==> src/rtl/alu_sequencer.sv <==
// Fetch/execute sequencer that drives a clocked 4-bit ALU from a 16x8 program
// memory and collects results into an accumulator.
module alu_sequencer #(
  parameter int ALU_LAT   = 1,
  parameter int MEM_DEPTH = 16
) (
  input  logic       clk,
  input  logic       rst_n,
  input  logic       ena,
  input  logic       prog_we,
  input  logic [3:0] prog_addr,
  input  logic [7:0] prog_data,
  input  logic       start,
  output logic [2:0] alu_opcode,
  output logic [3:0] alu_in_1,
  output logic [3:0] alu_in_2,
  input  logic [3:0] alu_result,
  output logic [3:0] acc,
  output logic [3:0] out_data,
  output logic       out_valid,
  output logic [3:0] pc,
  output logic       busy,
  output logic       halted
);

  typedef enum logic [2:0] {
    S_IDLE, S_FETCH, S_EXEC, S_WAIT, S_WB, S_HALTED
  } state_t;

  localparam logic [1:0] WAIT_INIT = 2'(ALU_LAT - 1);

  state_t     state_q, state_d;
  logic [3:0] pc_q, pc_d;
  logic [3:0] acc_q, acc_d;
  logic [3:0] out_q, out_d;
  logic       ov_q, ov_d;
  logic [7:0] instr_q, instr_d;
  logic [2:0] op_q, op_d;
  logic [3:0] in1_q, in1_d;
  logic [3:0] in2_q, in2_d;
  logic [1:0] wcnt_q, wcnt_d;
  logic [7:0] mem_q [MEM_DEPTH];
  logic       mem_we;

  always_comb begin
    state_d = state_q;
    pc_d    = pc_q;
    acc_d   = acc_q;
    out_d   = out_q;
    ov_d    = 1'b0;
    instr_d = instr_q;
    op_d    = op_q;
    in1_d   = in1_q;
    in2_d   = in2_q;
    wcnt_d  = wcnt_q;
    mem_we  = 1'b0;
    // With ena low every register keeps its value; only the pulse is dropped.
    if (ena) begin
      unique case (state_q)
        S_IDLE, S_HALTED: begin
          mem_we = prog_we;
          if (start) begin
            pc_d    = 4'd0;
            state_d = S_FETCH;
          end
        end
        S_FETCH: begin
          instr_d = mem_q[pc_q];
          pc_d    = pc_q + 4'd1;
          state_d = S_EXEC;
        end
        S_EXEC: begin
          state_d = S_FETCH;
          if (instr_q[7]) begin
            op_d    = instr_q[6:4];
            in1_d   = acc_q;
            in2_d   = instr_q[3:0];
            wcnt_d  = WAIT_INIT;
            state_d = S_WAIT;
          end else begin
            unique case (instr_q[6:4])
              3'b001: acc_d = instr_q[3:0];
              3'b010: pc_d  = instr_q[3:0];
              3'b011: if (acc_q == 4'd0) pc_d = instr_q[3:0];
              3'b100: begin
                out_d = acc_q;
                ov_d  = 1'b1;
              end
              3'b111: state_d = S_HALTED;
              default: ;
            endcase
          end
        end
        S_WAIT: begin
          if (wcnt_q == 2'd0) state_d = S_WB;
          else                wcnt_d  = wcnt_q - 2'd1;
        end
        S_WB: begin
          acc_d   = alu_result;
          state_d = S_FETCH;
        end
        default: state_d = S_IDLE;
      endcase
    end
  end

  always_ff @(posedge clk or negedge rst_n) begin
    if (!rst_n) begin
      state_q <= S_IDLE;
      pc_q    <= 4'd0;
      acc_q   <= 4'd0;
      out_q   <= 4'd0;
      ov_q    <= 1'b0;
      instr_q <= 8'h00;
      op_q    <= 3'd0;
      in1_q   <= 4'd0;
      in2_q   <= 4'd0;
      wcnt_q  <= 2'd0;
      for (int i = 0; i < MEM_DEPTH; i++) mem_q[i] <= 8'h00;
    end else begin
      state_q <= state_d;
      pc_q    <= pc_d;
      acc_q   <= acc_d;
      out_q   <= out_d;
      ov_q    <= ov_d;
      instr_q <= instr_d;
      op_q    <= op_d;
      in1_q   <= in1_d;
      in2_q   <= in2_d;
      wcnt_q  <= wcnt_d;
      if (mem_we) mem_q[prog_addr] <= prog_data;
    end
  end

  assign alu_opcode = op_q;
  assign alu_in_1   = in1_q;
  assign alu_in_2   = in2_q;
  assign acc        = acc_q;
  assign out_data   = out_q;
  assign out_valid  = ov_q & ena;
  assign pc         = pc_q;
  assign busy       = (state_q != S_IDLE) && (state_q != S_HALTED);
  assign halted     = (state_q == S_HALTED);

endmodule

==> config.mk <==
export PLATFORM = sky130hd
export DESIGN_NAME = alu_sequencer
export DESIGN_NICKNAME = d
export VERILOG_FILES = /design/src/rtl/alu_sequencer.sv
export SDC_FILE = /design/constraint.sdc
export NUM_CORES = 1
export LEC_CHECK = 0
export BUFFER_PORTS_ARGS = -buffer_cell sky130_fd_sc_hd__buf_4
export CAP_MARGIN = 20
export CORE_MARGIN = 5
export CORE_UTILIZATION = 55
export DETAILED_ROUTE_END_ITERATION = 8
export PLACE_DENSITY = 0.74
export SLEW_MARGIN = 0
export SYNTH_ARGS = -nofsm -noshare
export SYNTH_HDL_FRONTEND = slang
export SYNTH_SLANG_ARGS = --single-unit
==> constraint.sdc <==
create_clock -name clk -period 1.9 [get_ports clk]
set_input_delay 0 -clock clk [delete_from_list [all_inputs] [get_ports clk]]
set_output_delay 0 -clock clk [all_outputs]
set_load 0.02 [all_outputs]
==> results, run 1 <==
- Counting flops and latches in the post-synthesis netlist gives 165.
- The count of port buffers added during placement is 46.
- The top-level I/O count is 47.
- The net count after synthesis is 544.
- The tree is rooted in a sky130_fd_sc_hd__clkbuf_16.
- Routability-driven placement finished with a final weighted congestion of approximately 0.94.
- Setup slack on the critical path of the routed design comes to -89.58 ps.
- Dividing the detail-routed via count by the number of cells gives ~6.0.
- The launch point of the worst reg-to-reg path is state_q[2].
- Counting every sink on the clock net gives 165.
- The worst setup path is of the flop to flop kind.
- The type of element launching the critical path is a flop.
- The average instance in the mapped netlist occupies 14.62 µm².
- The later pin in the worst-skew pair is clocked with a latency of roughly 430 ps.
- The remaining design rule violation count is 0.
- The library cell used most frequently in the layout, excluding fill and tap cells, is sky130_fd_sc_hd__dfrtp_1.
- The area of the die is 16300 µm².
- The net total in the final layout is 632.
- The class of the tightest hold or removal check is input pin to async pin.
- Across the run, the number of max-cap violations was 0.
- In this run the horizontal extent of the chip is 127.7 µm.
- Global routing finished with a remaining overflow of 0.
- The post-synthesis cell type count is 48.
- The number of global-route vias before repair was 5032.
- The area inside the core boundary is 13720 µm².
- The endpoint class of the critical path is a flop.
- The initial antenna violation count is 0.
- For this run, the register share of the synthesized area comes to 54.20%.
- The detailed-routing iteration count for the pre-antenna-repair pass is 5.
- The worst register-to-register path has a depth of 4.
- The detail route stage leaves a number of antenna-violating nets equal to 0.
- The count of warnings emitted by yosys is 0.
- Summed over all layers, the routed wires come to 17.58 mm.
- The critical path data required time is between 2000 and 2500 ps.
- The total power per unit cell area is 1396 nW/µm².
- The post-synthesis to final-layout area growth is 23.36%.
- The maximum clock insertion buffer count is 2.
- The antenna diode count is 0.
- The overall power of the completed layout is 13120 µW.
- The total routing resource utilization after global routing is between 20 and 25%.
- The clock slew seen by the registers of the worst setup and hold paths is around 60 ps.
- The fraction of final layout cells sized beyond drive strength 1 is approximately 53%.
- The capturing point of the worst reg2reg path is mem_q[73].
- The level count of the clock H-tree is 4.
- The starting density of the core is a little under three fifths.
- Based on the critical path, the design can be clocked at up to 502.6 MHz.
- The cell area after technology mapping is 7617 µm².
- After routing, the total negative slack on setup checks comes to -2004 ps.
- The detailed router's first-iteration violation count is 363.
- The die is between 100 and 150 µm tall.
- For flop-to-flop paths, the worst setup slack is -90 ps.
- Headroom to the max-slew limit came out at 72.38%.
- In this run the core area contains 43 standard-cell rows.
- The flow ran to the end, but the final reports show violations.
- In the finished design, the share of the clock period the worst path needs comes to 104.7%.
- Between clock sinks in the finished design, the worst skew comes to 7.471 ps.
- In this run the worst path has a maximum fanout of 8.
- The maximum number of pins on one net before global-route repair is 75.
- The total number of vias is 4812.
- The hold violation total from the final report is 0.
- The static power due to leakage is 0.004435 µW.
- The actual transition at the worst max-transition pin is a little over 400 ps.
- The max-slew violation count is 0.
- The first global-routing pass estimated ~28 mm of wire.
- Setup violations remaining at the end of the flow were counted as between 40 and 50.
- Setup repair after global routing could not meet its margin everywhere.
- The arrival time at the worst endpoint is 2300 ps.
- The post-synthesis instance total is around 520.
- TritonCTS built the clock tree.
- In the layout the commonest cells are sky130_fd_sc_hd__dfrtp_1 (163), sky130_fd_sc_hd__mux2_2 (144), sky130_fd_sc_hd__buf_4 (77).
- The HPWL reported at the end of detailed placement is 11.80 mm.
- The checks that failed: setup timing.
- The number of CTS-inserted buffers is 17.
- The final critical path time including I/O delays and setup is 1990 ps.
- The mean routed wirelength per cell is 21.92 µm.
- VDD sags by at most 0.7016 mV.
## area by class of cell
cell class                 count  area, µm²
clock buffer                  17      425.4
clock inverter                15      250.2
fill                         888       4323
inverter                      10      37.54
multi-input combinational    309       3387
sequential                   165       4131
tap                          180      225.2
timing repair buffer         106      939.7
## metal layers
| metal | global-route usage [%] | share of wire [%] |
|---|---|---|
| met1 | 31.06 | 44 |
| met2 | 36.73 | 50 |
| met3 | 4.292 | 5.3 |
| met4 | 7.740 | 1.4 |
| met5 | 0 | 0 |
## synth_stat cells, drive strengths merged
| master | number | share of area (%) |
|---|---|---|
| nor2b | 3 | 0.25 |
| or3 | 4 | 0.33 |
| xnor2 | 1 | 0.12 |
| nor2 | 11 | 0.54 |
| o211ai | 2 | 0.20 |
| nand3 | 8 | 0.53 |
| or4b | 3 | 0.39 |
| or4 | 2 | 0.20 |
| clkbuf | 21 | 1.0 |
| buf | 16 | 1.1 |
| or2 | 1 | 0.082 |
| a22oi | 8 | 0.79 |
| ha | 2 | 0.33 |
| a221oi | 1 | 0.12 |
| dfrtp | 165 | 54 |
| mux4 | 32 | 9.5 |
| nand2 | 16 | 0.79 |
| mux2i | 8 | 1.1 |
| and2 | 2 | 0.16 |
| nor4b | 1 | 0.12 |
| and4 | 1 | 0.12 |
| and4b | 1 | 0.13 |
| nand2b | 3 | 0.25 |
| mux2 | 152 | 23 |
| a21oi | 9 | 0.59 |
| o41a | 1 | 0.15 |
| and3 | 1 | 0.082 |
| nor3b | 5 | 0.62 |
| and3b | 1 | 0.12 |
| o32a | 1 | 0.13 |
| inv | 10 | 0.49 |
| nand4 | 2 | 0.16 |
| a41o | 1 | 0.13 |
| nor3 | 4 | 0.33 |
| a32o | 1 | 0.13 |
| o21ai | 8 | 0.53 |
| or3b | 2 | 0.23 |
| o311ai | 6 | 0.69 |
| o22ai | 1 | 0.082 |
| nand3b | 1 | 0.099 |
| nand4bb | 1 | 0.15 |
| o31ai | 2 | 0.20 |
## cells by family (layout without fill, tap and decap cells)
| logic type | count (synthesis) | in the layout | share of synthesized area [%] |
|---|---|---|---|
| and+or+nand+nor | 73 | 73 | 5.667 |
| AOI/OAI and AO/OA | 41 | 41 | 3.729 |
| DFF | 165 | 165 | 54.20 |
| buffers and inverters | 47 | 148 | 2.579 |
| xor gates and xnor gates | 1 | 1 | 0.1150 |
| adders and majority gates | 2 | 2 | 0.3285 |
| muxes | 192 | 192 | 33.38 |
## worst max-delay path: stages, from the launching register on
cell and delay (ps):
sky130_fd_sc_hd__dfrtp_1 420, sky130_fd_sc_hd__xnor2_2 270, sky130_fd_sc_hd__nand3b_1 200, sky130_fd_sc_hd__or4b_4 650, sky130_fd_sc_hd__mux2_2 320
## flip-flops by register name (all words and copies together) (netlist names), 4 cells and up
signal,cells
alu_in_1,4
alu_in_2,4
out_data,4
acc,4
mem_q,128
pc,4
instr_q,8
## power by group
| group | internal [µW] | total (µW) | leakage [µW] | switching [µW] |
|---|---|---|---|---|
| Clock | 2480 | 3940 | 0.000322 | 1460 |
| Combinational | 2190 | 3960 | 0.00188 | 1770 |
| Sequential | 4580 | 5220 | 0.00224 | 634 |
| Total | 9260 | 13100 | 0.00444 | 3860 |
## how the worst max path moves through the flow
stage / startpoint / end / cells past startpoint
CTS: state_q[0] / mem_q[73] / 5
detailed placement: state_q[2] / mem_q[99] / 6
global route: state_q[2] / mem_q[106] / 5
floorplan: state_q[2] / mem_q[24] / 6
global placement: state_q[2] / mem_q[98] / 6
finish: state_q[2] / mem_q[73] / 4
## metrics by stage
step / setup WS [ps] / utilization [%] / hold slack (ps) / std cells / instance area [µm²]
2_1_floorplan: 8.417 / - / -295.6 / 521 / 7640
3_3_place_gp: -102.1 / 61.33 / -96.64 / 750 / 8414
3_5_place_dp: -212.2 / 61.33 / -88.69 / 750 / 8414
4_1_cts: -48.87 / 67.64 / 23.95 / 797 / 9280
5_1_grt: -170.9 / 68.49 / 45.31 / 802 / 9397
6_report: -89.58 / 68.49 / 22.93 / 802 / 9397
## repair_timing
item | 4_1_cts | 5_1_grt
endpoints found under the setup margin | 86 | 107
gates resized for setup | 10 | 22
buffers inserted | 1 | 6
hold buffers | 14 | 0
pin swaps | 4 | 7
endpoints found under the hold margin | 296 | 0
Power figures use the tool's default switching activity.
==> run 2: changes to the inputs <==
--- a/config.mk
+++ b/config.mk
@@ -7,10 +7,11 @@
 export LEC_CHECK = 0
 export BUFFER_PORTS_ARGS = -buffer_cell sky130_fd_sc_hd__buf_4
 export CAP_MARGIN = 20
+export CORE_ASPECT_RATIO = 0.6
 export CORE_MARGIN = 5
-export CORE_UTILIZATION = 55
+export CORE_UTILIZATION = 30
 export DETAILED_ROUTE_END_ITERATION = 8
-export PLACE_DENSITY = 0.74
+export PLACE_DENSITY = 0.45
 export SLEW_MARGIN = 0
 export SYNTH_ARGS = -nofsm -noshare
 export SYNTH_HDL_FRONTEND = slang
==> results, run 2 (synthesis gave the netlist of run 1 again) <==
- The flow ran to the end, but the final reports show violations.
- The checks that failed: setup timing.
- The most common cell after layout, fill and taps aside is sky130_fd_sc_hd__dfrtp_1.
- The internal power of the cells totals 9267 µW.
- The worst-skew pair later-pin latency is roughly 440 ps.
- The worst hold path passes through 2 cells.
- The final critical-path share of the clock period is 103.0%.
- The type of element launching the critical path is a flop.
- The maximum number of pins on one net before global-route repair is 53.
- The detailed-routing iteration count for the pre-antenna-repair pass is 5.
- The hold violation total from the final report came to 0.
- The final critical path time including I/O delays and setup is ~2000 ps.
- The per-cell via count in the routed design is between 4 and 5.
- The longest individual stage delay on the worst path is 570 ps.
- In this run the vertical extent of the chip is roughly 130 µm.
- The worst hold-check slack is approximately 16 ps.
- The total routing resource utilization after global routing is 14.74%.
- The clock slew seen by the registers of the worst setup and hold paths is 70 ps.
- The worst min-delay path endpoint is mem_q[56].
- The critical path start-end classification is flop to flop.
- The switching component of the power is 3796 µW.
- Measured along the x axis, the die boundary spans between 200 and 250 µm.
- The max-slew violation count is 0.
- For this block, the initial DRC count from the detailed router was 311.
- The least setup slack across all paths after layout is -56.61 ps.
- The total setup violations reported at the end of the flow is 16.
- The level count of the clock H-tree is 4.
- STA classifies the critical path endpoint as a flop.
- The count of buffers added on input and output ports is 46.
- The highest fanout seen on the critical path is 6.
- The layout has 2312 filler cells.
- The clock arrives with 16.67 ps of skew.
- The endpoint identified for the worst register-to-register timing path is mem_q[107].
- Detailed placement finished with a half-perimeter wire length of 14.48 mm.
- The floorplan has 45 rows.
- For the worst setup path, the data required time is 2210 ps.
- Once detail routing completed, the nets flagged for antenna violations numbered 0.
- The number of global-route vias before repair is around 5000.
- The top-level I/O count is 47.
- The arrival time at the worst endpoint is 2270 ps.
- The initial antenna violation count came to 1.
- The max capacitance violation total is 0.
- Detailed routing inserted a total of roughly 4700 vias.
- Static timing analysis puts the maximum clock frequency at slightly above 500 MHz.
- The critical path goes through and3b_1 -> nand3b_1 -> or4b_4 -> buf_6 -> mux2_2.
- The core utilization of the finished layout is 38.21%.
- The final weighted congestion in routability-driven placement is 0.7881.
- The routed wire length is slightly above 20 mm.
- The remaining design rule violation count is 0.
- After detailed placement, the design holds a cell count of 912.
- The register with the most flip-flops is mem_q.
- The path class of the tightest hold or removal check is input pin to flop.
- The clock root buffer master is sky130_fd_sc_hd__clkbuf_16.
- The count of buffering cells on the critical path with inverters included is 1.
- The overall power of the completed layout is between 10000 and 15000 µW.
- Combinational logic is responsible for 29.3% of the overall power.
- The area of the die is 28780 µm².
- The number of clock buffers added by TritonCTS is 17.
- The sequential fraction of design power is 40.3%.
- In the layout the commonest cells are sky130_fd_sc_hd__dfrtp_1 (163), sky130_fd_sc_hd__mux2_2 (136), sky130_fd_sc_hd__buf_4 (88).
- For this configuration, the core starts out at a cell density of 30.27%.
- For the worst flop-to-flop path, the logic depth is 5.
- The mean routed wirelength per cell is 21.24 µm.
- The net total in the final layout is 640.
- Power spread over the standard cell area amounts to ~1400 nW/µm².
- The analysis attributes to cell leakage a power of approximately 0.0045 µW.
- TritonCTS built the clock tree.
- After the flow finishes, the layout carries non-filler instances totaling 959.
- The dominant delay contributor by cell family on the critical path is simple AND/OR/NAND/NOR gates.
- The startpoint identified for the worst register-to-register timing path is state_q[1].
- IR analysis of the VDD net gives a maximum drop of ~0.54 mV.
- The clock sink count is 165.
- The first global-routing pass estimated 31.85 mm of wire.
- Setup repair after global routing could not meet its margin everywhere.
- The clock network is responsible for 30.4% of the overall power.
- The flip-flop count of the largest register after layout is 128.
- The core region is 25170 µm².
- Net switching is 29.06% of the power.
- Summed over all layers, the global routing overflow is 0.
- The repair_antennas step left the layout with diodes totalling 0.
- On the critical path, the stage with the largest delay is an instance of sky130_fd_sc_hd__or4b_4.
- Across all register-to-register paths, the minimum setup slack is -60 ps.
- The startpoint identified for the worst hold timing path is prog_data[0].
- The actual transition at the worst max-transition pin is approximately 520 ps.
- The tightest slew margin relative to the limit is between 60% and 70%.
- The largest registers in the layout are mem_q x128, instr_q x8.
- The post-synthesis to final-layout area growth is 26.23%.
- The longest clock path from root to sink contains 2 buffers.
- In the final layout, the share of cells above drive strength 1 is 52.38%.
- The critical path starts at state_q[1].
run 2: cell types whose count changed in the layout (fill, tap and decap cells not counted), moves of 3 or more:
cell                      before  now
sky130_fd_sc_hd__o21ai_0       4    7
sky130_fd_sc_hd__buf_6         9    6
sky130_fd_sc_hd__inv_6         3    0
sky130_fd_sc_hd__mux2_4        8   16
sky130_fd_sc_hd__buf_4        77   88
sky130_fd_sc_hd__mux2_2      144  136
run 2: per-layer routing:
metal / GRT usage [%] / vias to the layer above / part of all wire [%]
li1: - / 2145 / -
met1: 23.57 / 2510 / 53
met2: 19.31 / 73 / 41
met3: 4.043 / 6 / 5.0
met4: 3.659 / 0 / 0.63
met5: 0 / - / 0
run 2: final cells by class:
class	instances	area, µm²	area share, %
Tap cell	329	411.6	4.281
Inverter	10	37.54	0.3904
Timing Repair Buffer	114	988.4	10.28
Clock buffer	20	456.7	4.750
Sequential cell	165	4131	42.97
Clock inverter	12	225.2	2.342
Multi-Input combinational cell	309	3364	34.99
run 2: what timing repair did:
| action | in CTS | in global routing |
|---|---|---|
| setup endpoints to repair | 81 | 95 |
| hold buffers | 14 | 0 |
| endpoints found under the hold margin | 256 | 0 |
| setup buffers | 1 | 0 |
| pin swaps | 3 | 1 |
| resized for setup | 10 | 12 |
run 2: per-stage QoR:
stage | TNS (ps) | setup WS (ps) | area, µm²
after floorplan | 0 | 8.417 | 7640
after global routing | -4722 | -130.2 | 9615
after global placement | -2373 | -106.4 | 8698
after CTS | -670.9 | -50.90 | 9568
final | -655.5 | -56.61 | 9615
after detailed placement | -5686 | -197.6 | 8698
run 2: power by group through the flow:
stage / Combinational (µW) / Clock, µW / Sequential, µW
global placement: 3690 / 0 / 5270
detailed placement: 3760 / 0 / 5300
global route: 4180 / 4220 / 5380
finish: 3830 / 3980 / 5260
floorplan: 2480 / 0 / 5120
CTS: 3830 / 4070 / 5250
run 2: how the worst max path moves through the flow:
stage,to,cells after the start
6_report,mem_q[107],5
4_1_cts,mem_q[77],5
3_3_place_gp,mem_q[83],5
2_1_floorplan,mem_q[24],6
5_1_grt,mem_q[77],5
3_5_place_dp,mem_q[87],5
run 2: worst reg2reg max path: stages, from the launching register on:
cell and delay, ps:
sky130_fd_sc_hd__dfrtp_1 380, sky130_fd_sc_hd__and3b_1 240, sky130_fd_sc_hd__nand3b_1 210, sky130_fd_sc_hd__or4b_4 570
sky130_fd_sc_hd__buf_6 160, sky130_fd_sc_hd__mux2_2 270
==> run 3: changes to the inputs <==
--- a/config.mk
+++ b/config.mk
@@ -11,7 +11,7 @@
 export CORE_MARGIN = 5
 export CORE_UTILIZATION = 30
 export DETAILED_ROUTE_END_ITERATION = 8
-export PLACE_DENSITY = 0.45
+export HOLD_SLACK_MARGIN = 0.03
 export SLEW_MARGIN = 0
 export SYNTH_ARGS = -nofsm -noshare
 export SYNTH_HDL_FRONTEND = slang
==> results, run 3 (synthesis gave the netlist of run 1 again) <==
- The clock slew seen by the registers of the worst setup and hold paths is about 70 ps.
- The class of the tightest hold or removal check is input pin to async pin.
- Tracing the worst setup path back leads to its startpoint at state_q[0].
- The final reports fail on setup timing.
- The die is between 200 and 250 µm wide.
- The pre-antenna-repair detailed-routing pass consisted of 5 iterations.
- The total overflow reported by the global router is 0.
- Relative to the synthesized area, the layout overhead comes to 27.09%.
- The register with the most flip-flops in the layout has 128 of them.
- VDD sags by at most 0.5707 mV.
- The flow ran to the end, but the final reports show violations.
- The tree is rooted in a sky130_fd_sc_hd__clkbuf_16.
- The number of global-route vias before repair was 5225.
- STA classifies the critical path startpoint as a flop.
- In this run the critical register-to-register path is launched from state_q[0].
- The hold violation total from the final report is 0.
- The die span in y is approximately 130 µm.
- The static power due to leakage is between 0.004 and 0.005 µW.
- The arrival time at the worst endpoint is about 2300 ps.
- The mean routed wirelength per cell is 21.21 µm.
- After layout, the minimum clock period comes to between 1500 and 2000 ps.
- The slowest cell on the critical path is sky130_fd_sc_hd__or4b_1.
- In the final design database the tool counted approximately 650 nets.
- Across all register-to-register paths, the minimum setup slack is -70 ps.
- STA classifies the critical path endpoint as a flop.
- The register with the most flip-flops is mem_q.
- After detailed routing, the number of remaining DRC violations is 0.
- Setup violations remaining at the end of the flow were counted as 30.
- The area inside the core boundary is roughly 25000 µm².
- The final weighted congestion in routability-driven placement is 0.8538.
- For this design the ratio of total power to cell area is 1341 nW/µm².
- Leaving out fill and tap cells, the most frequent cells in the layout are sky130_fd_sc_hd__dfrtp_1 (164), sky130_fd_sc_hd__mux2_2 (137), sky130_fd_sc_hd__buf_4 (88).
- For the worst setup path, the data required time is around 2200 ps.
- Based on the critical path, the design can be clocked at up to 508.3 MHz.
- For the worst-skew pair, the clock arrives at the later sink with an insertion delay of 440 ps.
- The max capacitance violation total is 0.
- The TritonCTS clock tree is done.
- The initial antenna violation count came to 2.
- The starting density of the core is between 30% and 40%.
- The number of clock buffers added by TritonCTS is 17.
- At the pin with the least slew margin, the transition time is 589.2 ps.
- Summed over all layers, the routed wires come to a little over 20 mm.
- The clock drives 165 sinks.
- The total routing resource utilization after global routing is 14.65%.
- The worst register-to-register path has a depth of 5.
- In the post-route analysis, the smallest setup slack over all paths is -67.51 ps.
- Leaving out fill and tap cells, the most frequent cell in the layout is sky130_fd_sc_hd__dfrtp_1.
- The detailed router's first-iteration violation count is 308.
- The per-cell via count in the routed design is 5.132.
- The area of the die is between 20000 and 30000 µm².
- The final critical-path share of the clock period is 103.6%.
- The largest registers in the layout are mem_q x128, instr_q x8.
- The worst setup slack after placement is -127.8 ps.
- The top-level I/O count is between 40 and 50.
- The signal on the critical path passes through xnor2_2 -> nand3b_1 -> or4b_1 -> buf_6 -> mux2_2.
- The final clock skew is roughly 7.3 ps.
- The tightest slew margin relative to the limit is 60.72%.
- The global-route wire length before repair is 32.10 mm.
- Entering global routing, the biggest net connects 53 pins.
- The fraction of final layout cells sized beyond drive strength 1 is 53.05%.
- In this run the tool buffered the top-level ports with 46 buffer cells.
- Counting along the longest clock path gives a buffer depth of 2.
- The setup TNS is -1325 ps.
- In this run the critical register-to-register path is captured at mem_q[75].
- The H-tree generated during clock tree synthesis spans 4 levels.
- The highest fanout seen on the critical path is 8.
- The count of nets left with antenna violations after detail routing is 0.
- Detailed placement ended at an HPWL of 14.74 mm.
- The critical path start-end classification is flop to flop.
- The site row count is 45.
- The longest individual stage delay on the worst path is 550 ps.
- The total number of vias is 4968.
- The max-slew violation count is 0.
- Setup repair after global routing could not meet its margin everywhere.
- The antenna diode count is 0.
run 3: cell count changes in the layout (fill, tap and decap cells not counted), sizes merged:
cell / before / now
dlygate4sd3: 14 / 15
clkinv: 3 / 9
clkinvlp: 3 / 0
buf: 100 / 108
clkbuf: 20 / 19
bufinv: 6 / 4
run 3: where the power goes:
part           internal, µW  switching, µW
Sequential             4580            677
Clock                  2270           1460
Combinational          2190           1800
run 3: what timing repair did:
action	in CTS	in global routing
hold buffers	15	0
gates resized for setup	10	22
endpoints found under the hold margin	299	0
endpoints found under the setup margin	81	93
buffers inserted	0	4
pin swaps	3	2
run 3: critical path, delay by kind of cell (launching register included):
family                    cells  cell delay, ps
and+or+nand+nor               2             780
xor gates and xnor gates      1             220
DFF                           1             410
muxes                         1             270
buffers and inverters         1             170
run 3: layout make-up:
cell class                      count  area, µm²
Clock buffer                       19      452.9
Fill cell                        2326      15490
Timing Repair Buffer              123       1097
Tap cell                          329      411.6
Multi-Input combinational cell    309       3371
Sequential cell                   165       4130
Inverter                           10      37.54
Clock inverter                     13      180.2
run 3: worst max path at each step:
stage / cells past startpoint / to / slack (ps)
after floorplan: 6 / mem_q[24] / 8
after global placement: 6 / mem_q[126] / -130
after detailed placement: 6 / mem_q[122] / -130
after CTS: 5 / mem_q[111] / -40
after global routing: 5 / mem_q[107] / -160
final: 5 / mem_q[75] / -70
run 3: through the flow:
step                      util (%)  power (µW)  cells  hold WS, ps  area, µm²
after floorplan                  -        7599    521       -295.6       7640
after global placement       34.76        8926    917       -13.99       8747
after detailed placement     34.76        9144    917       -9.421       8747
after CTS                    38.03       12940    964        99.16       9572
after global routing         38.46       13680    968        122.4       9681
final                        38.46       12980    968        81.66       9681
run 3: per-layer routing:
metal	up-vias	share of wire [%]	global-route usage (%)
li1	2163	-	-
met1	2638	49	21.91
met2	146	42	19.72
met3	17	8.3	6.200
met4	4	0.71	2.948
met5	-	0.14	0
